$ cat src/rtl/alarm_sequencer.sv
`default_nettype none
// ============================================================================
// Module   : alarm_sequencer
// Brief    : Door alarm with input sync/debounce, entry delay, latched siren.
// Revision : 1.0 - initial release
// ============================================================================
module alarm_sequencer #(
  parameter int DEB_CYCLES    = 2,
  parameter int ENTRY_CYCLES  = 4,
  parameter int MIN_ON_CYCLES = 8,
  parameter int BLINK_HALF    = 1
) (
  input  logic       clk_2,
  input  logic       rst_n,
  input  logic       porta,
  input  logic       relogio,
  input  logic       interruptor,
  output logic       sirene,
  output logic       led_armado,
  output logic       led_blink,
  output logic [1:0] estado
);

  localparam int c_DEB_W   = $clog2(DEB_CYCLES + 1);
  localparam int c_TMR_MAX = (ENTRY_CYCLES > MIN_ON_CYCLES) ? ENTRY_CYCLES : MIN_ON_CYCLES;
  localparam int c_TMR_W   = (c_TMR_MAX > 1) ? $clog2(c_TMR_MAX) : 1;
  localparam int c_BLK_W   = (BLINK_HALF > 1) ? $clog2(BLINK_HALF) : 1;

  localparam logic [c_DEB_W-1:0] c_DEB_LAST   = c_DEB_W'(DEB_CYCLES - 1);
  localparam logic [c_DEB_W-1:0] c_DEB_ONE    = c_DEB_W'(1);
  localparam logic [c_TMR_W-1:0] c_ENTRY_LOAD = c_TMR_W'(ENTRY_CYCLES - 1);
  localparam logic [c_TMR_W-1:0] c_MINON_LOAD = c_TMR_W'(MIN_ON_CYCLES - 1);
  localparam logic [c_TMR_W-1:0] c_TMR_ONE    = c_TMR_W'(1);
  localparam logic [c_BLK_W-1:0] c_BLK_LAST   = c_BLK_W'(BLINK_HALF - 1);
  localparam logic [c_BLK_W-1:0] c_BLK_ONE    = c_BLK_W'(1);

  localparam logic [1:0] c_ST_IDLE  = 2'd0;
  localparam logic [1:0] c_ST_ARMED = 2'd1;
  localparam logic [1:0] c_ST_ENTRY = 2'd2;
  localparam logic [1:0] c_ST_ALARM = 2'd3;

  // Bit order everywhere: [0] porta, [1] relogio, [2] interruptor
  logic [2:0] w_raw;
  logic [2:0] r_sync1;
  logic [2:0] r_sync2;
  logic [2:0] w_stable;

  assign w_raw = {interruptor, relogio, porta};

  always_ff @(posedge clk_2 or negedge rst_n) begin
    if (!rst_n) begin
      r_sync1 <= 3'b000;
      r_sync2 <= 3'b000;
    end else begin
      r_sync1 <= w_raw;
      r_sync2 <= r_sync1;
    end
  end

  generate
    for (genvar gi = 0; gi < 3; gi++) begin : g_deb
      logic [c_DEB_W-1:0] r_cnt;
      logic               r_stable;

      always_ff @(posedge clk_2 or negedge rst_n) begin
        if (!rst_n) begin
          r_cnt    <= '0;
          r_stable <= 1'b0;
        end else if (r_sync2[gi] == r_stable) begin
          r_cnt <= '0;
        end else if (r_cnt == c_DEB_LAST) begin
          r_stable <= r_sync2[gi];
          r_cnt    <= '0;
        end else begin
          r_cnt <= r_cnt + c_DEB_ONE;
        end
      end

      assign w_stable[gi] = r_stable;
    end
  endgenerate

  logic w_armed;
  logic w_door;

  assign w_armed = w_stable[2] | ~w_stable[1];
  assign w_door  = w_stable[0];

  logic [1:0]         r_state;
  logic [1:0]         w_state_nx;
  logic [c_TMR_W-1:0] r_tmr;
  logic [c_TMR_W-1:0] w_tmr_nx;

  // One down-counter serves both the entry delay and the siren minimum on-time
  always_comb begin
    w_state_nx = r_state;
    w_tmr_nx   = r_tmr;
    case (r_state)
      c_ST_IDLE: begin
        if (w_armed) w_state_nx = c_ST_ARMED;
      end
      c_ST_ARMED: begin
        if (!w_armed) begin
          w_state_nx = c_ST_IDLE;
        end else if (w_door) begin
          w_state_nx = c_ST_ENTRY;
          w_tmr_nx   = c_ENTRY_LOAD;
        end
      end
      c_ST_ENTRY: begin
        if (!w_armed) begin
          w_state_nx = c_ST_IDLE;
        end else if (r_tmr == '0) begin
          w_state_nx = c_ST_ALARM;
          w_tmr_nx   = c_MINON_LOAD;
        end else begin
          w_tmr_nx = r_tmr - c_TMR_ONE;
        end
      end
      c_ST_ALARM: begin
        if (r_tmr != '0) begin
          w_tmr_nx = r_tmr - c_TMR_ONE;
        end else if (!w_armed) begin
          w_state_nx = c_ST_IDLE;
        end
      end
      default: begin
        w_state_nx = c_ST_IDLE;
      end
    endcase
  end

  always_ff @(posedge clk_2 or negedge rst_n) begin
    if (!rst_n) begin
      r_state <= c_ST_IDLE;
      r_tmr   <= '0;
    end else begin
      r_state <= w_state_nx;
      r_tmr   <= w_tmr_nx;
    end
  end

  logic               w_blink_on;
  logic [c_BLK_W-1:0] r_blk_cnt;
  logic               r_blink;

  assign w_blink_on = (r_state == c_ST_ENTRY) || (r_state == c_ST_ALARM);

  always_ff @(posedge clk_2 or negedge rst_n) begin
    if (!rst_n) begin
      r_blk_cnt <= '0;
      r_blink   <= 1'b0;
    end else if (!w_blink_on) begin
      r_blk_cnt <= '0;
      r_blink   <= 1'b0;
    end else if (r_blk_cnt == c_BLK_LAST) begin
      r_blk_cnt <= '0;
      r_blink   <= ~r_blink;
    end else begin
      r_blk_cnt <= r_blk_cnt + c_BLK_ONE;
    end
  end

  // Masking keeps the blink dark on the cycle a stale phase survives into IDLE
  assign sirene     = (r_state == c_ST_ALARM);
  assign led_armado = (r_state != c_ST_IDLE);
  assign led_blink  = r_blink & w_blink_on;
  assign estado     = r_state;

endmodule
`default_nettype wire

$ cat config.mk
export PLATFORM = sky130hd
export DESIGN_NAME = alarm_sequencer
export DESIGN_NICKNAME = d
export VERILOG_FILES = /design/src/rtl/alarm_sequencer.sv
export SDC_FILE = /design/constraint.sdc
export NUM_CORES = 1
export LEC_CHECK = 0
export CAP_MARGIN = 20
export CORE_MARGIN = 2
export CORE_UTILIZATION = 53
export CTS_CLUSTER_DIAMETER = 40
export DETAILED_ROUTE_END_ITERATION = 12
export PLACE_DENSITY = 0.75
export SLEW_MARGIN = 20
export SYNTH_ARGS = -nofsm -noshare
export SYNTH_HDL_FRONTEND = slang
export SYNTH_SLANG_ARGS = --single-unit
$ cat constraint.sdc
create_clock -name clk_2 -period 1.6 [get_ports clk_2]
set_input_delay 0.24 -clock clk_2 [delete_from_list [all_inputs] [get_ports clk_2]]
set_output_delay 0.24 -clock clk_2 [all_outputs]
set_load 0.03 [all_outputs]
# Yosys cells after proc, flatten, opt, wreduce, memory -nomap -nowiden
# Index checks and enable logic that the tools add are counted.
# totals
ff_bits	22
output_inout_bits	5
elab_cells	78
# op_classes
add_sub_neg	5
n_eq_ne	19
mux	24
bitwise	7
reduce_logical	11
# ops
operator	n
$mux 2	13
$mux 3	5
$ne 2x2->1 const B	7
$reduce_and 5->1	2
$pmux 3 s3	1
$eq 2x1->1 const B	4
$pmux 2 s4	1
$add 2x1->2 const B	3
$ne 3x3->1 const B	2
$reduce_and 2->1	3
$reduce_bool 3->1	2
$not 1->1	5
$eq 2x2->1 const B	2
$mux 1	4
$eq 1x1->1	3
$logic_not 3->1	1
$sub 3x1->3 const B	1
$logic_not 2->1	1
$ne 2x1->1 const B	1
$reduce_bool 2->1	1
$add 1x1->1 const B	1
$and 1x1->1	1
$logic_or 1x1->1	1
$or 1x1->1	1

# Logic depth before layout (Yosys ltp)
# Gate-level depths: netlist of the first run.
# depth
depth_word	5
mapped_depth	5
ltp_nobuf	5

# Worst setup path before layout of the first run
# Ideal clock, no wire load.
# synth_path
kind	register to register
start	register r_tmr[0]
end	register r_tmr[1]
setup_time_ps	126
arrival_time_ps	1210
t_required_ps	1474
slack_ps	264
stages_incl_launch_ff	6
cell_sequence	dfrtp_1 > inv_1 > ha_1 > nor2b_2 > a211oi_2 > o32a_1
# synth_via
elab_chain_cells	4
elab_cells_between_ends	9
classes_between	add/sub: 1; eq/ne: 1; mux: 4; reduce/logical: 3
# synth_lines
item	line_no	source
start, declared	91	logic [c_TMR_W-1:0] r_tmr;
start signal, assigned	139	r_tmr <= w_tmr_nx;
$sub 3x1->3 or $logic_not 3->1 (tied branches)	117, 122, 113	
$mux 3	113	end else if (r_tmr == '0) begin
$mux 3	111	if (!w_armed) begin
$pmux 3 s3	98	case (r_state)
# Parallel ways exist; a longest one is shown, timed or not. The select of a mux whose other input is x is not followed.
# A chain may end at the register's enable or synchronous reset.

# Worst setup path in the final report of the first run
# layout_path
start	register r_state[1], in the netlist estado[1]
end	output led_armado
# layout_via
elab_chain_cells	1
# layout_lines
item	line_no	source
start, declared	89	logic [1:0] r_state;
start signal, assigned	135	r_state <= c_ST_IDLE;
start signal, assigned	138	r_state <= w_state_nx;
$reduce_bool 2->1	166	assign led_armado = (r_state != c_ST_IDLE);
end, declared	19	output logic led_armado,
# Every way passes these cells.

==> impl_metrics.sql, run 1 <==
INSERT INTO impl_metrics (metric_group, metric, value, unit) VALUES
('routing', 'post_route_drc', '0', ''),
('critical_path', 'crit_type', 'register to output port', ''),
('timing', 'hold_viol_final', '0', ''),
('global_route', 'first_global_vias', '585', ''),
('yosys', 'syn-instance-count', '75', ''),
('routing', 'via_per_inst', '5.47', ''),
('global_route', 'grt.total_usage', '0.167', ''),
('routing', 'drt_pass1_iterations', '4', ''),
('yosys', 'syn_area', '905', 'um^2'),
('power_and_ir_drop', 'p_per_area', '1910', 'nW/um^2'),
('yosys', 'synth.ff_latch_count', '21', ''),
('yosys', 'synth_async_sr_flop_share', '1.00', ''),
('global_route', 'wire_length_of_the_first_global_routing_pass', '2.41', 'mm'),
('critical_path', 'worst_r2r_path_depth', '5', ''),
('yosys', 'post_synth.cell_area_avg', '12.1', 'um^2'),
('placement', 'place.detailed.hpwl', '970', 'um'),
('timing', 'final_min_period_over_clock_period', '0.956', ''),
('routing', 'drt-total-wl', '1.29', 'mm'),
('critical_path', 'kind_of_start_point_of_the_critical_path', 'register', ''),
('critical_path', 'critical_path_peak_fanout', '5', ''),
('die', 'ios', '10', ''),
('timing', 'worstMarginPinSlew', '308', 'ps'),
('yosys', 'synth_seq_area_share', '0.581', ''),
('cts', 'cts.htree.levels', '1', ''),
('routing', 'routed-wl-met3', '36', 'um'),
('cts', 'root_buffer', 'clkbuf_4', ''),
('cts', 'cts_max_path_buffers', '2', ''),
('placement', 'port_buffers', '9', ''),
('cts', 'cts-buffers-inserted', '3', ''),
('cts', 'clk_pin_slew', '110', 'ps'),
('finish', 'finalInstanceArea', '1050', 'um^2'),
('timing', 'max-slew-margin-rel', '0.796', ''),
('global_route', 'grt_antenna_before_repair', '0', ''),
('yosys', 'synth-warning-count', '0', ''),
('critical_path', 'cp-end-kind', 'output port', ''),
('power_and_ir_drop', 'power_frac_comb', '0.460', ''),
('timing', 'timing.fmax', '654', 'MHz'),
('cts', 'clock-sinks', '21', ''),
('timing', 'skew', '3.22', 'ps'),
('placement', 'post-place-ws', '134', 'ps'),
('power_and_ir_drop', 'worst_ir_drop_on_vdd', '0.00111', 'V'),
('finish', 'layout-drive-gt1-share', '0.146', ''),
('routing', 'routed_wire_length_per_instance', '12.3', 'um'),
('global_route', 'grt_max_degree', '22', ''),
('power_and_ir_drop', 'switching_share', '0.393', ''),
('min_path', 'hold_class', 'input port to asynchronous set/reset pin', ''),
('power_and_ir_drop', 'p_sw', '0.786', 'mW'),
('routing', 'vias', '574', ''),
('finish', 'syn_to_final_growth', '16.0', '%'),
('routing', 'drtAntennaViolNets', '0', ''),
('timing', 'fin_setup_tns', '0', 'ps'),
('power_and_ir_drop', 'cell_internal_pwr', '1.22', 'mW'),
('yosys', 'ys_types', '29', ''),
('job', 'cap_viol_max_count', '0', ''),
('cts', 'clock_latency', '300', 'ps'),
('global_route', 'grt_remaining_overflow', '0', ''),
('routing', 'm1WireLength', '601', 'um'),
('die', 'width_of_the_die', '45.3', 'um'),
('yosys', 'synth_edf_count', '0', ''),
('timing', 'final_period_minus_worst_setup_slack', '1530', 'ps'),
('cts', 'cts_hold_buffers', '0', ''),
('die', 'initial_core_util', '0.580', ''),
('placement', 'place_congestion', '0.842', ''),
('placement', 'postPlaceCellArea', '1020', 'um^2'),
('cts', 'tritoncts', 'yes', ''),
('finish', 'filler_instances', '122', ''),
('timing', 'worst_slack', '69.8', 'ps'),
('routing', 'routed.top_layer', 'met4', ''),
('power_and_ir_drop', 'p_leak', '0.476', 'nW'),
('die', 'area_inside_the_core_boundary', '1560', 'um^2'),
('timing', 'timing_max_transition_violations_final', '0', ''),
('die', 'die_h', '45.3', 'um'),
('run_status', 'run_status', 'finished, final reports clean', ''),
('cts', 'postCtsSetupBuffers', '0', ''),
('routing', 'detailedRoute.firstIterationViolations', '12', ''),
('die', 'rows', '14', ''),
('power_and_ir_drop', 'reg_power_frac', '0.417', ''),
('die', 'overall_die_area', '2050', 'um^2'),
('finish', 'antennaDiodeCount', '0', ''),
('routing', 'met2_wirelength_from_detailed_routing', '623', 'um'),
('finish', 'layout.nets', '97', ''),
('timing', 'rsz_0062_raised_after_global_routing', 'no', ''),
('timing', 'setup_viol', '0', ''),
('critical_path', 'worstPathArrival', '1290', 'ps'),
('power_and_ir_drop', 'clkPwrFrac', '0.122', ''),
('critical_path', 'critical_path_required', '1360', 'ps'),
('yosys', 'synth_fp_nets', '82', ''),
('yosys', 'synth_flop_cell', 'dfrtp_1', '');
-- power by group through the flow --
stage | Sequential [mW] | Clock, mW | Combinational (mW)
3_3_place_gp | 0.836 | 0 | 0.936
6_report | 0.835 | 0.245 | 0.921
4_1_cts | 0.833 | 0.257 | 0.920
2_1_floorplan | 0.857 | 0 | 0.674
3_5_place_dp | 0.844 | 0 | 0.959
5_1_grt | 0.863 | 0.273 | 1.02
-- critical path, stage by stage (launching register included) --
cell and delay [ps]:
dfrtp_1 420, or2_1 220, dlygate4sd2_1 350
-- per-stage QoR --
stage,utilization,power [mW],hold slack [ps],std cells
6_report,0.673,2.00,267,105
4_1_cts,0.670,2.01,266,105
2_1_floorplan,-,1.53,-55.6,75
3_5_place_dp,0.657,1.80,338,101
3_3_place_gp,0.657,1.77,331,101
5_1_grt,0.673,2.16,297,105
-- routing by layer --
layer	GRT usage	vias up
met5	0	-
met4	0.106	0
met3	0.0360	4
met2	0.263	10
met1	0.207	279
li1	-	281
-- sequential cells by signal, indices dropped and copies added (netlist names) --
register / cells
r_sync2: 3
estado: 2
g_deb.r_cnt: 6
r_sync1: 3
r_tmr: 3
g_deb.r_stable: 3
r_blink: 1
-- cells in the mapped netlist (2+ instances only) --
| cell type | count | area share |
|---|---|---|
| dfrtp_1 | 21 | 0.58 |
| and2_1 | 5 | 0.035 |
| nand2_1 | 4 | 0.017 |
| nand2b_1 | 4 | 0.028 |
| nor2_1 | 4 | 0.017 |
| nor2b_1 | 4 | 0.028 |
| inv_1 | 3 | 0.012 |
| mux2_1 | 3 | 0.037 |
| xnor2_1 | 3 | 0.029 |
| a211oi_2 | 2 | 0.028 |
| a21oi_1 | 2 | 0.011 |
| ha_1 | 2 | 0.028 |
| o21ai_0 | 2 | 0.011 |
-- area by class of cell --
class / count / area, um^2 / share of cell area
flip-flops and latches: 21 / 526 / 0.501
multi-input cells: 48 / 357 / 0.340
repair buffers: 12 / 106 / 0.101
clock buffers: 4 / 26.3 / 0.0250
well taps: 16 / 20.0 / 0.0191
inverters: 4 / 15.0 / 0.0143
-- cell usage in the layout (no fill, tap or decap), types with 4 or more instances in the layout --
| master | n |
|---|---|
| nand2b_1 | 4 |
| clkdlybuf4s50_1 | 4 |
| nor2_1 | 4 |
| nor2b_1 | 4 |
| dlygate4sd2_1 | 5 |
| and2_1 | 5 |
| nand2_1 | 4 |
| dfrtp_1 | 21 |
-- cell families (layout without fill, tap and decap cells) --
family	Yosys count	after routing	share of synthesized area
mux	4	4	0.0484
flops	21	21	0.581
buf+inv	6	20	0.0304
compound gates	12	12	0.102
fa+ha+maj	2	2	0.0277
simple gates	27	27	0.181
xor+xnor	3	3	0.0291
-- timing repair --
item / CTS / global route
pin swaps: 0 / 0
resized for setup: 5 / 1
endpoints found under the setup margin: 5 / 1
-- path summary, 6_finish.rpt --
path                            start    endpoint  slack, ps
max in group asynchronous       rst_n    r_tmr[0]       1120
max reg2reg                  r_tmr[0]    r_tmr[1]        190
min in group clk_2         r_sync1[2]  r_sync2[2]        360
max                         estado[1]  led_armado         70
min                             rst_n  r_sync1[0]        270
min reg2reg                r_sync1[2]  r_sync2[2]        360
No activity file was read; power rests on OpenSTA's default activity.
==> run 2: changes to the inputs <==
--- a/config.mk
+++ b/config.mk
@@ -10,6 +10,7 @@
 export CORE_UTILIZATION = 53
 export CTS_CLUSTER_DIAMETER = 40
 export DETAILED_ROUTE_END_ITERATION = 12
+export GPL_TIMING_DRIVEN = 0
 export PLACE_DENSITY = 0.75
 export SLEW_MARGIN = 20
 export SYNTH_ARGS = -nofsm -noshare
==> run 2 against run 1 <==
Compared with the run above: cell count stayed put; count of clock-buffer cells in the layout is 1 lower; global-route usage is 0.59 points lower; wire length is 1.6% higher; largest power group unchanged.
==> impl_metrics.sql, run 2 (synthesis results as in run 1) <==
INSERT INTO impl_metrics (metric_group, metric, value, unit) VALUES
('run_status', 'run_status', 'finished, final reports clean', ''),
('die', 'overall_die_area', '2050', 'um^2'),
('timing', 'setup_viol', '0', ''),
('timing', 'skew', '0.539', 'ps'),
('power_and_ir_drop', 'switching_share', '0.390', ''),
('routing', 'drt-total-wl', '1.31', 'mm'),
('power_and_ir_drop', 'p_sw', '0.786', 'mW'),
('timing', 'final_min_period_over_clock_period', '0.963', ''),
('global_route', 'grt_max_degree', '22', ''),
('routing', 'detailedRoute.firstIterationViolations', '2', ''),
('timing', 'hold_viol_final', '0', ''),
('die', 'width_of_the_die', '45.3', 'um'),
('critical_path', 'critical_path_peak_fanout', '10', ''),
('placement', 'placed_cells', '100', ''),
('critical_path', 'critPathSlowestCell', 'dfrtp_1', ''),
('routing', 'drt_pass1_iterations', '2', ''),
('critical_path', 'cpLargestDelayFamily', 'buffers and inverters', ''),
('global_route', 'wire_length_of_the_first_global_routing_pass', '2.33', 'mm'),
('cts', 'clock-sinks', '21', ''),
('timing', 'rsz_0062_raised_after_global_routing', 'no', ''),
('global_route', 'grt_antenna_before_repair', '0', ''),
('cts', 'cts_max_path_buffers', '2', ''),
('power_and_ir_drop', 'cell_internal_pwr', '1.23', 'mW'),
('critical_path', 'cpPeakStageDelay', '410', 'ps'),
('routing', 'post_route_drc', '0', ''),
('routing', 'vias', '569', ''),
('routing', 'routed_wire_length_per_instance', '12.5', 'um'),
('critical_path', 'setup.reg_to_reg.worst_slack', '110', 'ps'),
('critical_path', 'critical_path_required', '1360', 'ps'),
('timing', 'final_period_minus_worst_setup_slack', '1540', 'ps'),
('cts', 'cts.htree.levels', '1', ''),
('die', 'die_h', '45.3', 'um'),
('die', 'initial_core_util', '0.580', ''),
('timing', 'timing_max_transition_violations_final', '0', ''),
('timing', 'timing.fmax', '649', 'MHz'),
('die', 'area_inside_the_core_boundary', '1560', 'um^2'),
('critical_path', 'rr_endpoint', 'r_tmr[1]', ''),
('min_path', 'hold_path_depth', '0', ''),
('power_and_ir_drop', 'clkPwrFrac', '0.118', ''),
('critical_path', 'timing.critical_path.cells', 'buf_4 -> and2_1 -> clkdlybuf4s15_2', ''),
('min_path', 'hp-start', 'r_sync1[0]', ''),
('finish', 'layout-drive-gt1-share', '0.191', ''),
('finish', 'layout.nets', '97', ''),
('cts', 'root_buffer', 'clkbuf_4', ''),
('power_and_ir_drop', 'p_leak', '0.479', 'nW'),
('critical_path', 'crit_type', 'register to output port', ''),
('finish', 'largest-register', 'g_deb.r_cnt', ''),
('job', 'cap_viol_max_count', '0', ''),
('power_and_ir_drop', 'p_per_area', '1920', 'nW/um^2'),
('routing', 'via_per_inst', '5.42', ''),
('finish', 'final_common_cell', 'dfrtp_1', ''),
('critical_path', 'reg2reg_from', 'r_tmr[0]', ''),
('global_route', 'first_global_vias', '573', ''),
('cts', 'cts_hold_buffers', '0', ''),
('timing', 'worstMarginPinSlew', '912', 'ps'),
('placement', 'postPlaceCellArea', '1010', 'um^2'),
('power_and_ir_drop', 'power_frac_comb', '0.472', ''),
('critical_path', 'kind_of_start_point_of_the_critical_path', 'register', ''),
('finish', 'largest_register_ffs', '6', ''),
('die', 'ios', '10', ''),
('power_and_ir_drop', 'worst_ir_drop_on_vdd', '0.00108', 'V'),
('cts', 'tritoncts', 'yes', ''),
('critical_path', 'worstPathBufferInverterCount', '2', ''),
('finish', 'most-common-layout-cells', '21 x dfrtp_1, 5 x and2_1', ''),
('global_route', 'grt.total_usage', '0.161', ''),
('die', 'rows', '14', ''),
('cts', 'clk_pin_slew', '110', 'ps'),
('min_path', 'hold-path-endpoint', 'r_sync2[0]', ''),
('placement', 'place.detailed.hpwl', '929', 'um'),
('finish', 'antennaDiodeCount', '0', ''),
('cts', 'clock_latency', '290', 'ps'),
('critical_path', 'cp-end-kind', 'output port', ''),
('routing', 'drtAntennaViolNets', '0', ''),
('placement', 'port_buffers', '9', ''),
('critical_path', 'worst_r2r_path_depth', '5', ''),
('finish', 'syn_to_final_growth', '16.2', '%'),
('power_and_ir_drop', 'reg_power_frac', '0.410', ''),
('cts', 'cts-buffers-inserted', '3', ''),
('min_path', 'hold_class', 'register to register', ''),
('critical_path', 'worstPathArrival', '1300', 'ps'),
('finish', 'stdcell_count', '105', ''),
('timing', 'max-slew-margin-rel', '0.390', ''),
('placement', 'place_congestion', '0.796', ''),
('timing', 'timing.hold.ws', '359', 'ps'),
('finish', 'finalInstanceArea', '1050', 'um^2'),
('global_route', 'grt_remaining_overflow', '0', '');
[run 2: cell types whose count changed in the layout (fill, tap and decap cells not counted), sizes merged]
cell	before	now
clkinv	0	1
dlygate4sd2	5	1
dlymetal6s2s	0	1
clkdlybuf4s15	0	2
[run 2: repair_timing]
item | 4_1_cts | 5_1_grt
pin swaps | 0 | 0
gates resized for setup | 10 | 4
buffers inserted | 0 | 1
setup endpoints to repair | 4 | 3
[run 2: layout make-up]
class / instances / area, um^2
flip-flops and latches: 21 / 526
fillers: 117 / 508
multi-input cells: 48 / 352
repair buffers: 10 / 96.3
clock buffers: 3 / 22.5
well taps: 16 / 20.0
plain buffers: 2 / 15.0
inverters: 4 / 15.0
clock inverters: 1 / 5.00
[run 2: metrics by stage]
stage / power, mW / utilization / setup TNS (ps) / setup WS, ps
after floorplan: 1.53 / - / 0 / 264
after global placement: 1.76 / 0.651 / 0 / 10.7
after detailed placement: 1.80 / 0.651 / -4.61 / -4.61
after CTS: 2.03 / 0.670 / -41.8 / -41.8
after global routing: 2.18 / 0.674 / 0 / 6.42
final: 2.02 / 0.674 / 0 / 59.1
[run 2: how the worst max path moves through the flow]
stage,start,to,slack (ps),depth (start not counted)
after floorplan,r_tmr[0],r_tmr[1],260,5
after global placement,estado[0],led_armado,10,3
after detailed placement,estado[0],led_armado,-5,3
after CTS,estado[0],led_armado,-40,3
after global routing,estado[0],sirene,6,3
final,estado[0],sirene,60,3
[run 2: power groups by stage]
| stage | registers (mW) | logic, mW | clock network [mW] |
|---|---|---|---|
| after detailed placement | 0.842 | 0.956 | 0 |
| after global routing | 0.848 | 1.05 | 0.277 |
| after floorplan | 0.857 | 0.674 | 0 |
| final | 0.828 | 0.951 | 0.238 |
| after CTS | 0.832 | 0.942 | 0.261 |
| after global placement | 0.829 | 0.933 | 0 |
[run 2: worst register-to-register path, stage by stage (launching register included)]
cell      delay, ps
dfrtp_1         410
inv_1           110
ha_1            210
nor2b_2         260
a211oi_2        110
o32a_1          290
[run 2: routing by layer]
metal / wire [um] / vias up / part of all wire / track usage
met5: 0 / - / 0 / 0
met4: 9 / 0 / 0.0069 / 0.0941
met3: 35 / 2 / 0.027 / 0.0360
met2: 638 / 8 / 0.49 / 0.263
met1: 625 / 280 / 0.48 / 0.194
li1: - / 279 / - / -
==> run 3: changes to the inputs <==
--- a/config.mk
+++ b/config.mk
@@ -11,7 +11,7 @@
 export CTS_CLUSTER_DIAMETER = 40
 export DETAILED_ROUTE_END_ITERATION = 12
 export GPL_TIMING_DRIVEN = 0
-export PLACE_DENSITY = 0.75
+export PLACE_DENSITY = 0.73
 export SLEW_MARGIN = 20
 export SYNTH_ARGS = -nofsm -noshare
 export SYNTH_HDL_FRONTEND = slang
==> run 3 against run 2 <==
Compared with the run above: wire length grew 1.5%; count of clock-buffer cells in the layout did not move; register-to-register slack about the same; sequential cell count unchanged; global-route usage up 1.6 points; critical endpoint is now estado[1].
==> impl_metrics.sql, run 3 (synthesis results as in run 1) <==
INSERT INTO impl_metrics (metric_group, metric, value, unit) VALUES
('job', 'cap_viol_max_count', '0', ''),
('die', 'ios', '10', ''),
('finish', 'layout-drive-gt1-share', '0.191', ''),
('critical_path', 'kind_of_start_point_of_the_critical_path', 'register', ''),
('critical_path', 'critical_path_required', '1360', 'ps'),
('global_route', 'm3_gr_usage', '0.0360', ''),
('routing', 'drt_pass1_iterations', '2', ''),
('cts', 'clock_latency', '300', 'ps'),
('placement', 'postPlaceCellArea', '1010', 'um^2'),
('finish', 'largest-register', 'g_deb.r_cnt', ''),
('die', 'die_h', '45.3', 'um'),
('routing', 'drt-total-wl', '1.33', 'mm'),
('cts', 'cts.htree.levels', '1', ''),
('cts', 'tritoncts', 'yes', ''),
('timing', 'setup_viol', '0', ''),
('finish', 'finalInstanceArea', '1050', 'um^2'),
('timing', 'skew', '6.74', 'ps'),
('routing', 'routed_wire_length_per_instance', '12.7', 'um'),
('finish', 'antennaDiodeCount', '0', ''),
('critical_path', 'critPathSlowestCell', 'clkdlybuf4s50_1', ''),
('global_route', 'grt.total_usage', '0.177', ''),
('finish', 'layout.nets', '97', ''),
('die', 'area_inside_the_core_boundary', '1560', 'um^2'),
('global_route', 'grt_antenna_before_repair', '0', ''),
('cts', 'root_buffer', 'clkbuf_4', ''),
('critical_path', 'worstPathBufferInverterCount', '1', ''),
('routing', 'drtAntennaViolNets', '0', ''),
('finish', 'stdcell_count', '105', ''),
('placement', 'place.detailed.hpwl', '1.01', 'mm'),
('critical_path', 'timing.critical_path.cells', 'clkdlybuf4s50_1', ''),
('timing', 'max-slew-margin-rel', '0.405', ''),
('min_path', 'hold-path-endpoint', 'r_sync2[0]', ''),
('die', 'overall_die_area', '2050', 'um^2'),
('cts', 'cts_max_path_buffers', '2', ''),
('critical_path', 'cpPeakStageDelay', '660', 'ps'),
('routing', 'post_route_drc', '0', ''),
('power_and_ir_drop', 'p_leak', '0.472', 'nW'),
('critical_path', 'cpLargestDelayFamily', 'buffers and inverters', ''),
('critical_path', 'critical_path_peak_fanout', '2', ''),
('power_and_ir_drop', 'p_per_area', '1930', 'nW/um^2'),
('finish', 'final_common_cell', 'dfrtp_1', ''),
('die', 'initial_core_util', '0.580', ''),
('critical_path', 'worstPathArrival', '1310', 'ps'),
('critical_path', 'cp-end-kind', 'output port', ''),
('timing', 'worstMarginPinSlew', '890', 'ps'),
('global_route', 'met1_usage', '0.221', ''),
('critical_path', 'rr_endpoint', 'r_tmr[1]', ''),
('critical_path', 'worst_r2r_path_depth', '5', ''),
('die', 'rows', '14', ''),
('routing', 'vias', '565', ''),
('timing', 'final_period_minus_worst_setup_slack', '1550', 'ps'),
('min_path', 'hold_class', 'register to register', ''),
('critical_path', 'reg2reg_from', 'r_tmr[0]', ''),
('routing', 'via_per_inst', '5.38', ''),
('timing', 'final_min_period_over_clock_period', '0.967', ''),
('min_path', 'hold_path_depth', '0', ''),
('global_route', 'gr-max-usage-layer', 'met2', ''),
('min_path', 'hp-start', 'r_sync1[0]', ''),
('global_route', 'global_routing_usage_on_met2', '0.291', ''),
('timing', 'rsz_0062_raised_after_global_routing', 'no', ''),
('finish', 'most-common-layout-cells', '21 x dfrtp_1, 5 x and2_1, 5 x clkdlybuf4s50_1', ''),
('run_status', 'run_status', 'finished, final reports clean', ''),
('routing', 'detailedRoute.firstIterationViolations', '5', ''),
('power_and_ir_drop', 'worst_ir_drop_on_vdd', '0.000860', 'V'),
('global_route', 'grt_remaining_overflow', '0', ''),
('cts', 'clock-sinks', '21', ''),
('global_route', 'wire_length_of_the_first_global_routing_pass', '2.50', 'mm'),
('timing', 'timing.fmax', '647', 'MHz'),
('global_route', 'first_global_vias', '573', ''),
('cts', 'cts-buffers-inserted', '3', ''),
('global_route', 'grt_max_degree', '22', ''),
('cts', 'clk_pin_slew', '110', 'ps'),
('placement', 'port_buffers', '9', ''),
('placement', 'placed_cells', '100', ''),
('die', 'width_of_the_die', '45.3', 'um'),
('finish', 'syn_to_final_growth', '15.6', '%'),
('critical_path', 'setup.reg_to_reg.worst_slack', '100', 'ps'),
('finish', 'largest_register_ffs', '6', ''),
('timing', 'hold_viol_final', '0', ''),
('placement', 'place_congestion', '0.847', ''),
('critical_path', 'crit_type', 'register to output port', ''),
('timing', 'timing_max_transition_violations_final', '0', '');
-- run 3: cell count changes in the layout (fill, tap and decap cells not counted), sizes merged --
cell,change
buf,+1
clkbuf,-1
clkdlybuf4s50,+1
dlymetal6s2s,-1
-- run 3: cell type report --
type / count / area (um^2)
plain buffers: 2 / 12.5
clock buffers: 3 / 22.5
clock inverters: 1 / 5.00
fillers: 136 / 513
inverters: 4 / 15.0
multi-input cells: 48 / 352
flip-flops and latches: 21 / 526
well taps: 16 / 20.0
repair buffers: 10 / 93.8
-- run 3: per-stage QoR --
| stage | setup WS [ps] | power (mW) | setup TNS, ps | utilization | hold slack, ps |
|---|---|---|---|---|---|
| after floorplan | 264 | 1.53 | 0 | - | -55.6 |
| after global placement | 8.85 | 1.76 | 0 | 0.651 | 332 |
| after detailed placement | -4.16 | 1.81 | -7.26 | 0.651 | 336 |
| after CTS | -36.6 | 2.03 | -36.6 | 0.670 | 358 |
| after global routing | 7.75 | 2.18 | 0 | 0.671 | 360 |
| final | 53.5 | 2.02 | 0 | 0.671 | 360 |
-- run 3: where the power goes --
group	internal [mW]	switching [mW]	total, mW	leakage (nW)
combinational	0.442	0.505	0.948	0.202
sequential	0.693	0.131	0.824	0.253
clock	0.0931	0.153	0.246	0.0177
-- run 3: worst max path at each step --
| stage | from | endpoint | cells after the start | slack [ps] |
|---|---|---|---|---|
| floorplan | r_tmr[0] | r_tmr[1] | 5 | 260 |
| global placement | estado[0] | led_armado | 3 | 9 |
| detailed placement | estado[0] | led_armado | 3 | -4 |
| CTS | estado[0] | led_armado | 3 | -40 |
| global route | r_tmr[0] | r_tmr[1] | 5 | 8 |
| finish | estado[1] | estado[1] | 1 | 50 |
-- run 3: repair_timing --
action | 4_1_cts | 5_1_grt
setup buffers | 0 | 1
hold buffers | 0 | 0
endpoints found under the hold margin | 0 | 0
resized for setup | 10 | 2
endpoints found under the setup margin | 4 | 2
-- run 3: metal layers --
metal	routed length, um	vias up	part of all wire
met4	10	0	0.0075
li1	-	279	-
met1	619	274	0.47
met5	0	-	0
met2	664	10	0.50
met3	34	2	0.026
